==> src/rtl/prt_dp_app_ram_ldr_pkg.sv <==
`default_nettype none
// ============================================================================
// Module      : prt_dp_app_ram_ldr_pkg
// Description : Shared constants and types for the DP application RAM
//               frame loader.
// Revision    : 1.0 - initial release
// ============================================================================
package prt_dp_app_ram_ldr_pkg;

    // Frame start marker; only recognised while idle
    localparam logic [7:0] SYNC_BYTE = 8'hA5;

    // Loader states
    typedef enum logic [2:0] {
        IDLE = 3'd0,
        LEN0 = 3'd1,
        LEN1 = 3'd2,
        DATA = 3'd3,
        CHK  = 3'd4
    } ldr_state_t;

    // Sticky error codes reported on STA_ERR_OUT
    localparam logic [1:0] ERR_NONE = 2'd0;
    localparam logic [1:0] ERR_LEN  = 2'd1;
    localparam logic [1:0] ERR_CHK  = 2'd2;
    localparam logic [1:0] ERR_TMO  = 2'd3;

endpackage
`default_nettype wire

==> src/rtl/dp_app_ram_ldr.sv <==
`default_nettype none
// ============================================================================
// Module      : dp_app_ram_ldr
// Description : Byte-stream frame loader for the DP application RAM init
//               port. Parses A5/LEN/data/CHK frames, assembles little-endian
//               words and emits INIT start/data/valid strobes.
//               Optional inter-byte timeout: DP_APP_RAM_LDR_TIMEOUT_EN.
//               The length register holds P_ADR-1 bits of LEN, so P_ADR<=17.
// Revision    : 1.0 - initial release
// ============================================================================
module dp_app_ram_ldr
    import prt_dp_app_ram_ldr_pkg::*;
#(
    parameter int P_ADR     = 10,
    parameter int P_TIMEOUT = 50000
) (
    input  logic        CLK_IN,
    input  logic        RST_IN,
    input  logic [7:0]  LDR_DAT_IN,
    input  logic        LDR_VLD_IN,
    output logic        INIT_STR_OUT,
    output logic [31:0] INIT_DAT_OUT,
    output logic        INIT_VLD_OUT,
    output logic        STA_BUSY_OUT,
    output logic        STA_DONE_OUT,
    output logic [1:0]  STA_ERR_OUT
);

    localparam int unsigned DEPTH = 32'd1 << (P_ADR - 2);
    localparam int          CW    = P_ADR - 1;

    ldr_state_t    state, state_nxt;
    logic [CW-1:0] len,   len_nxt;
    logic [CW-1:0] cnt,   cnt_nxt;
    logic [1:0]    idx,   idx_nxt;
    logic [7:0]    acc,   acc_nxt;
    logic [7:0]    len_l, len_l_nxt;
    logic [23:0]   wbuf,  wbuf_nxt;
    logic          str,   str_nxt;
    logic          vld,   vld_nxt;
    logic [31:0]   dat,   dat_nxt;
    logic          busy,  busy_nxt;
    logic          done,  done_nxt;
    logic [1:0]    err,   err_nxt;

    logic [15:0]   len_full;
    logic [CW-1:0] cnt_inc;

    assign len_full = {LDR_DAT_IN, len_l};
    assign cnt_inc  = cnt + 1'b1;

`ifdef DP_APP_RAM_LDR_TIMEOUT_EN
    localparam int TW = $clog2(P_TIMEOUT + 1);
    logic [TW-1:0] tmo, tmo_nxt;

    // Idle-cycle counter register
    always_ff @(posedge CLK_IN) begin
        if (!RST_IN) tmo <= '0;
        else         tmo <= tmo_nxt;
    end
`endif

    // State and datapath registers; every output is driven from here
    always_ff @(posedge CLK_IN) begin
        if (!RST_IN) begin
            state <= IDLE;
            len   <= '0;
            cnt   <= '0;
            idx   <= '0;
            acc   <= '0;
            len_l <= '0;
            wbuf  <= '0;
            str   <= 1'b0;
            vld   <= 1'b0;
            dat   <= '0;
            busy  <= 1'b0;
            done  <= 1'b0;
            err   <= ERR_NONE;
        end else begin
            state <= state_nxt;
            len   <= len_nxt;
            cnt   <= cnt_nxt;
            idx   <= idx_nxt;
            acc   <= acc_nxt;
            len_l <= len_l_nxt;
            wbuf  <= wbuf_nxt;
            str   <= str_nxt;
            vld   <= vld_nxt;
            dat   <= dat_nxt;
            busy  <= busy_nxt;
            done  <= done_nxt;
            err   <= err_nxt;
        end
    end

    // Frame parser: next state, word assembly, checksum and status
    always_comb begin
        state_nxt = state;
        len_nxt   = len;
        cnt_nxt   = cnt;
        idx_nxt   = idx;
        acc_nxt   = acc;
        len_l_nxt = len_l;
        wbuf_nxt  = wbuf;
        str_nxt   = 1'b0;
        vld_nxt   = 1'b0;
        dat_nxt   = dat;
        busy_nxt  = busy;
        done_nxt  = done;
        err_nxt   = err;
`ifdef DP_APP_RAM_LDR_TIMEOUT_EN
        tmo_nxt   = '0;
`endif
        if (LDR_VLD_IN) begin
            case (state)
                IDLE: begin
                    if (LDR_DAT_IN == SYNC_BYTE) begin
                        done_nxt  = 1'b0;
                        err_nxt   = ERR_NONE;
                        busy_nxt  = 1'b1;
                        state_nxt = LEN0;
                    end
                end
                LEN0: begin
                    len_l_nxt = LDR_DAT_IN;
                    state_nxt = LEN1;
                end
                LEN1: begin
                    if ((len_full == 16'd0) || (32'(len_full) > DEPTH)) begin
                        err_nxt   = ERR_LEN;
                        busy_nxt  = 1'b0;
                        state_nxt = IDLE;
                    end else begin
                        len_nxt   = len_full[CW-1:0];
                        str_nxt   = 1'b1;
                        cnt_nxt   = '0;
                        idx_nxt   = '0;
                        acc_nxt   = '0;
                        state_nxt = DATA;
                    end
                end
                DATA: begin
                    acc_nxt = acc + LDR_DAT_IN;
                    idx_nxt = idx + 1'b1;
                    case (idx)
                        2'd0: wbuf_nxt[7:0]   = LDR_DAT_IN;
                        2'd1: wbuf_nxt[15:8]  = LDR_DAT_IN;
                        2'd2: wbuf_nxt[23:16] = LDR_DAT_IN;
                        default: begin
                            dat_nxt = {LDR_DAT_IN, wbuf};
                            vld_nxt = 1'b1;
                            cnt_nxt = cnt_inc;
                            if (cnt_inc == len) state_nxt = CHK;
                        end
                    endcase
                end
                CHK: begin
                    if (8'(acc + LDR_DAT_IN) != 8'd0) err_nxt  = ERR_CHK;
                    else                              done_nxt = 1'b1;
                    busy_nxt  = 1'b0;
                    state_nxt = IDLE;
                end
                default: state_nxt = IDLE;
            endcase
        end
`ifdef DP_APP_RAM_LDR_TIMEOUT_EN
        else if (busy) begin
            // A stalled frame is abandoned without emitting its partial word
            if (tmo == TW'(P_TIMEOUT - 1)) begin
                err_nxt   = ERR_TMO;
                busy_nxt  = 1'b0;
                state_nxt = IDLE;
            end else begin
                tmo_nxt = tmo + 1'b1;
            end
        end
`endif
    end

    assign INIT_STR_OUT = str;
    assign INIT_DAT_OUT = dat;
    assign INIT_VLD_OUT = vld;
    assign STA_BUSY_OUT = busy;
    assign STA_DONE_OUT = done;
    assign STA_ERR_OUT  = err;

endmodule
`default_nettype wire

==> config.mk <==
export PLATFORM = sky130hd
export DESIGN_NAME = dp_app_ram_ldr
export DESIGN_NICKNAME = d
export VERILOG_FILES = /design/src/rtl/prt_dp_app_ram_ldr_pkg.sv /design/src/rtl/dp_app_ram_ldr.sv
export SDC_FILE = /design/constraint.sdc
export NUM_CORES = 1
export LEC_CHECK = 0
export BUFFER_PORTS_ARGS = -buffer_cell sky130_fd_sc_hd__buf_2
export CAP_MARGIN = 20
export CORE_MARGIN = 2
export CORE_UTILIZATION = 40
export DETAILED_ROUTE_END_ITERATION = 10
export PLACE_DENSITY = 0.6
export SKIP_LAST_GASP = 1
export SYNTH_ARGS = -nofsm -noshare
export SYNTH_HDL_FRONTEND = slang
export SYNTH_SLANG_ARGS = --single-unit
==> constraint.sdc <==
create_clock -name CLK_IN -period 2.9 [get_ports CLK_IN]
set_input_delay 0.145 -clock CLK_IN [delete_from_list [all_inputs] [get_ports CLK_IN]]
set_output_delay 0.145 -clock CLK_IN [all_outputs]
set_load 0.005 [all_outputs]
==> run summary <==
Port Buf Inserts = 48
drt drc = 0
H-tree depth = 3
Worst Tran Pin Value = 0.968 ns
Period minus WS final = 2.22 ns
Slew Viols, Final = 0
Nets = 615
drt wl/cell = 14.3 um
CP peak stage delay = 0.44 ns
Hold Fails Final Rpt = 0
ANT cells = 0
Core Rows = 38
register area share after synthesis = 0.450
Critical Path RT = 3.15 ns
CTS Buf Count = 9
Detailed Routing Iterations Pass 1 = 5
Fin Setup TNS = 0 ns
WS Path Type = reg -> reg
status = complete, no violations
LEAKAGE = 1.81 nW
Initial Utilization = 0.412
initial antenna violation count = 0
Hold Crit Class = in -> reg
Initial DRC Count = 174
Syn Area/Cell = 7.93 um2
vias in the first global route = 3652
Synthesized Nets = 590
clk buf depth = 2
Area contributors post-synth = dfxtp_1, nand2_1, a21oi_1
number of synthesized flops with an enable pin = 0
hold buffer count at CTS = 0
max-cap check violation count = 0
Clock transition at path regs = 0.10 ns
crit path cell chain = ha_1 -> and2_1 -> nand4_1 -> xnor2_1 -> or4_4 -> o31ai_1 -> a31oi_1
final wirelength = 10.6 mm
clock skew = 0.0107 ns
endpoint class of the critical path = flip-flop
ys async rst share = 0
post-synth cell types = 55
Slew HR = 0.353
Global Route Usage Sum = 0.185
Main synth FF type = dfxtp_1
post-layout util = 0.458
kind of cell adding the most delay to the critical path = simple AND/OR/NAND/NOR gates
CORE AREA = 10900 um2
Area Overhead vs Synth = 11.1%
pwr/cell area = 476 nW/um2
vias per cell = 5.30
Slowest cell on crit path = dfxtp_1
post-synth top area cell = dfxtp_1
FMAX = 450 MHz
Die Span X = 110 um
IO Pins = 49
Cell Area, Synth = 4490 um2
largest net degree at the start of global routing = 56
Final Power = 2.38 mW
vias = 3904
die height = 110 um
CP Launch Type = flip-flop
worst path bufs/invs = 0
crit-path max FO = 6
antenna viol nets, final = 0
Synth top cells by count = nand2_1, dfxtp_1, a21oi_1
die area = 12100 um2
Worst-Skew Late Latency = 0.36 ns
share of cells above drive strength 1 = 0.129
unrepaired setup endpoints after global routing = no
Max rail drop VDD = 0.000217 V
endpoints failing setup = 0
Yosys reg bits = 101
Synth Instances = 566
Final Cycle Share = 0.766
CTS tree = yes
top-count cell post-synth = nand2_1
Ys Warns = 0
total grt overflow = 0
clk sinks = 101
GPL Wtd Cong = 0.832
first-pass GRT wire length = 17.5 mm
Root Buffer = clkbuf_8
Synth top area share = 0.450
DPL Wire Length = 7.08 mm
PostCTS Resize Cnt = 0
Data arrival, critical path = 2.47 ns
# Post-CTS Setup Buffers = 0
[state kept, by name (all words and copies together) (netlist names)]
name	cells
INIT_DAT_OUT	32
INIT_STR_OUT	1
INIT_VLD_OUT	1
STA_BUSY_OUT	1
STA_DONE_OUT	1
STA_ERR_OUT	2
acc	8
cnt	9
idx	2
len	9
len_l	8
state	3
wbuf	24
[report_power, final]
part | internal (mW) | switching (mW)
Clock | 0.409 | 0.498
Combinational | 0.0215 | 0.0617
Sequential | 1.39 | 0.000413
Total | 1.82 | 0.560
[placed cells by master (no fill, tap or decap), drive strengths merged, types with 4 or more instances in the layout]
cell type  netlist  final
nand2          152    152
dfxtp          101    101
a21oi           89     89
buf              8     53
nand3           38     38
nor2            18     18
ha              12     12
o21ai           11     11
clkbuf          31     10
nand2b           8      8
xnor2            8      8
a31oi            8      8
xor2             7      7
inv              4      7
and2             6      6
nand4            6      6
nor3             5      5
nand3b           4      4
[per-stage QoR]
stage / cell area, um2 / hold slack, ns / worst slack (ns) / std cells
after global placement: 4790 / 0.441 / 0.722 / 720
final: 4990 / 0.138 / 0.680 / 736
after floorplan: 4490 / 0.281 / 0.916 / 566
after global routing: 4990 / 0.134 / 0.502 / 736
after detailed placement: 4790 / 0.446 / 0.698 / 720
after CTS: 4990 / 0.121 / 0.703 / 736
[routing by layer]
| metal | wire length [um] | GRT usage | part of all wire | vias to the layer above |
|---|---|---|---|---|
| li1 | - | - | - | 1987 |
| met1 | 5160 | 0.251 | 0.49 | 1838 |
| met2 | 4780 | 0.282 | 0.45 | 64 |
| met3 | 388 | 0.0279 | 0.037 | 15 |
| met4 | 235 | 0.0976 | 0.022 | 0 |
| met5 | 0 | 0 | 0 | - |
[tightest hold or removal path, cell delays in order]
cell	delay, ns
buf_2	0.18
nand2_1	0.08
a21oi_1	0.05
[final cells by class]
type                       instances  area (um2)
inverter                           4        15.0
fill                            1068        5900
sequential                       101        2020
tap                              140         175
clock inverter                     6        68.8
clock buffer                      10         128
timing repair buffer              53         290
multi-input combinational        422        2290
[worst paths after layout]
| check | startpoint | end | slack (ns) | cells past startpoint |
|---|---|---|---|---|
| worst max register to register | cnt[0]$_SDFFE_PN0P_ | state[0]$_SDFFE_PN0P_ | 0.68 | 7 |
| worst max-delay path | cnt[0]$_SDFFE_PN0P_ | state[0]$_SDFFE_PN0P_ | 0.68 | 7 |
| worst min register to register | INIT_DAT_OUT[11]$_SDFFE_PN0P_ | INIT_DAT_OUT[11]$_SDFFE_PN0P_ | 0.45 | 2 |
| worst min-delay path | LDR_DAT_IN[5] | INIT_DAT_OUT[29]$_SDFFE_PN0P_ | 0.14 | 3 |
[cells by family (layout without fill, tap and decap cells)]
kind of cell / Yosys count / count (layout) / synth area share
fa+ha+maj: 13 / 13 / 0.0379
buf+inv: 43 / 73 / 0.0393
mux: 3 / 3 / 0.00669
xor+xnor: 15 / 15 / 0.0293
flops: 101 / 101 / 0.450
simple gates: 260 / 260 / 0.270
compound gates: 131 / 131 / 0.167
Note: power is estimated with default switching activity, not from simulation.
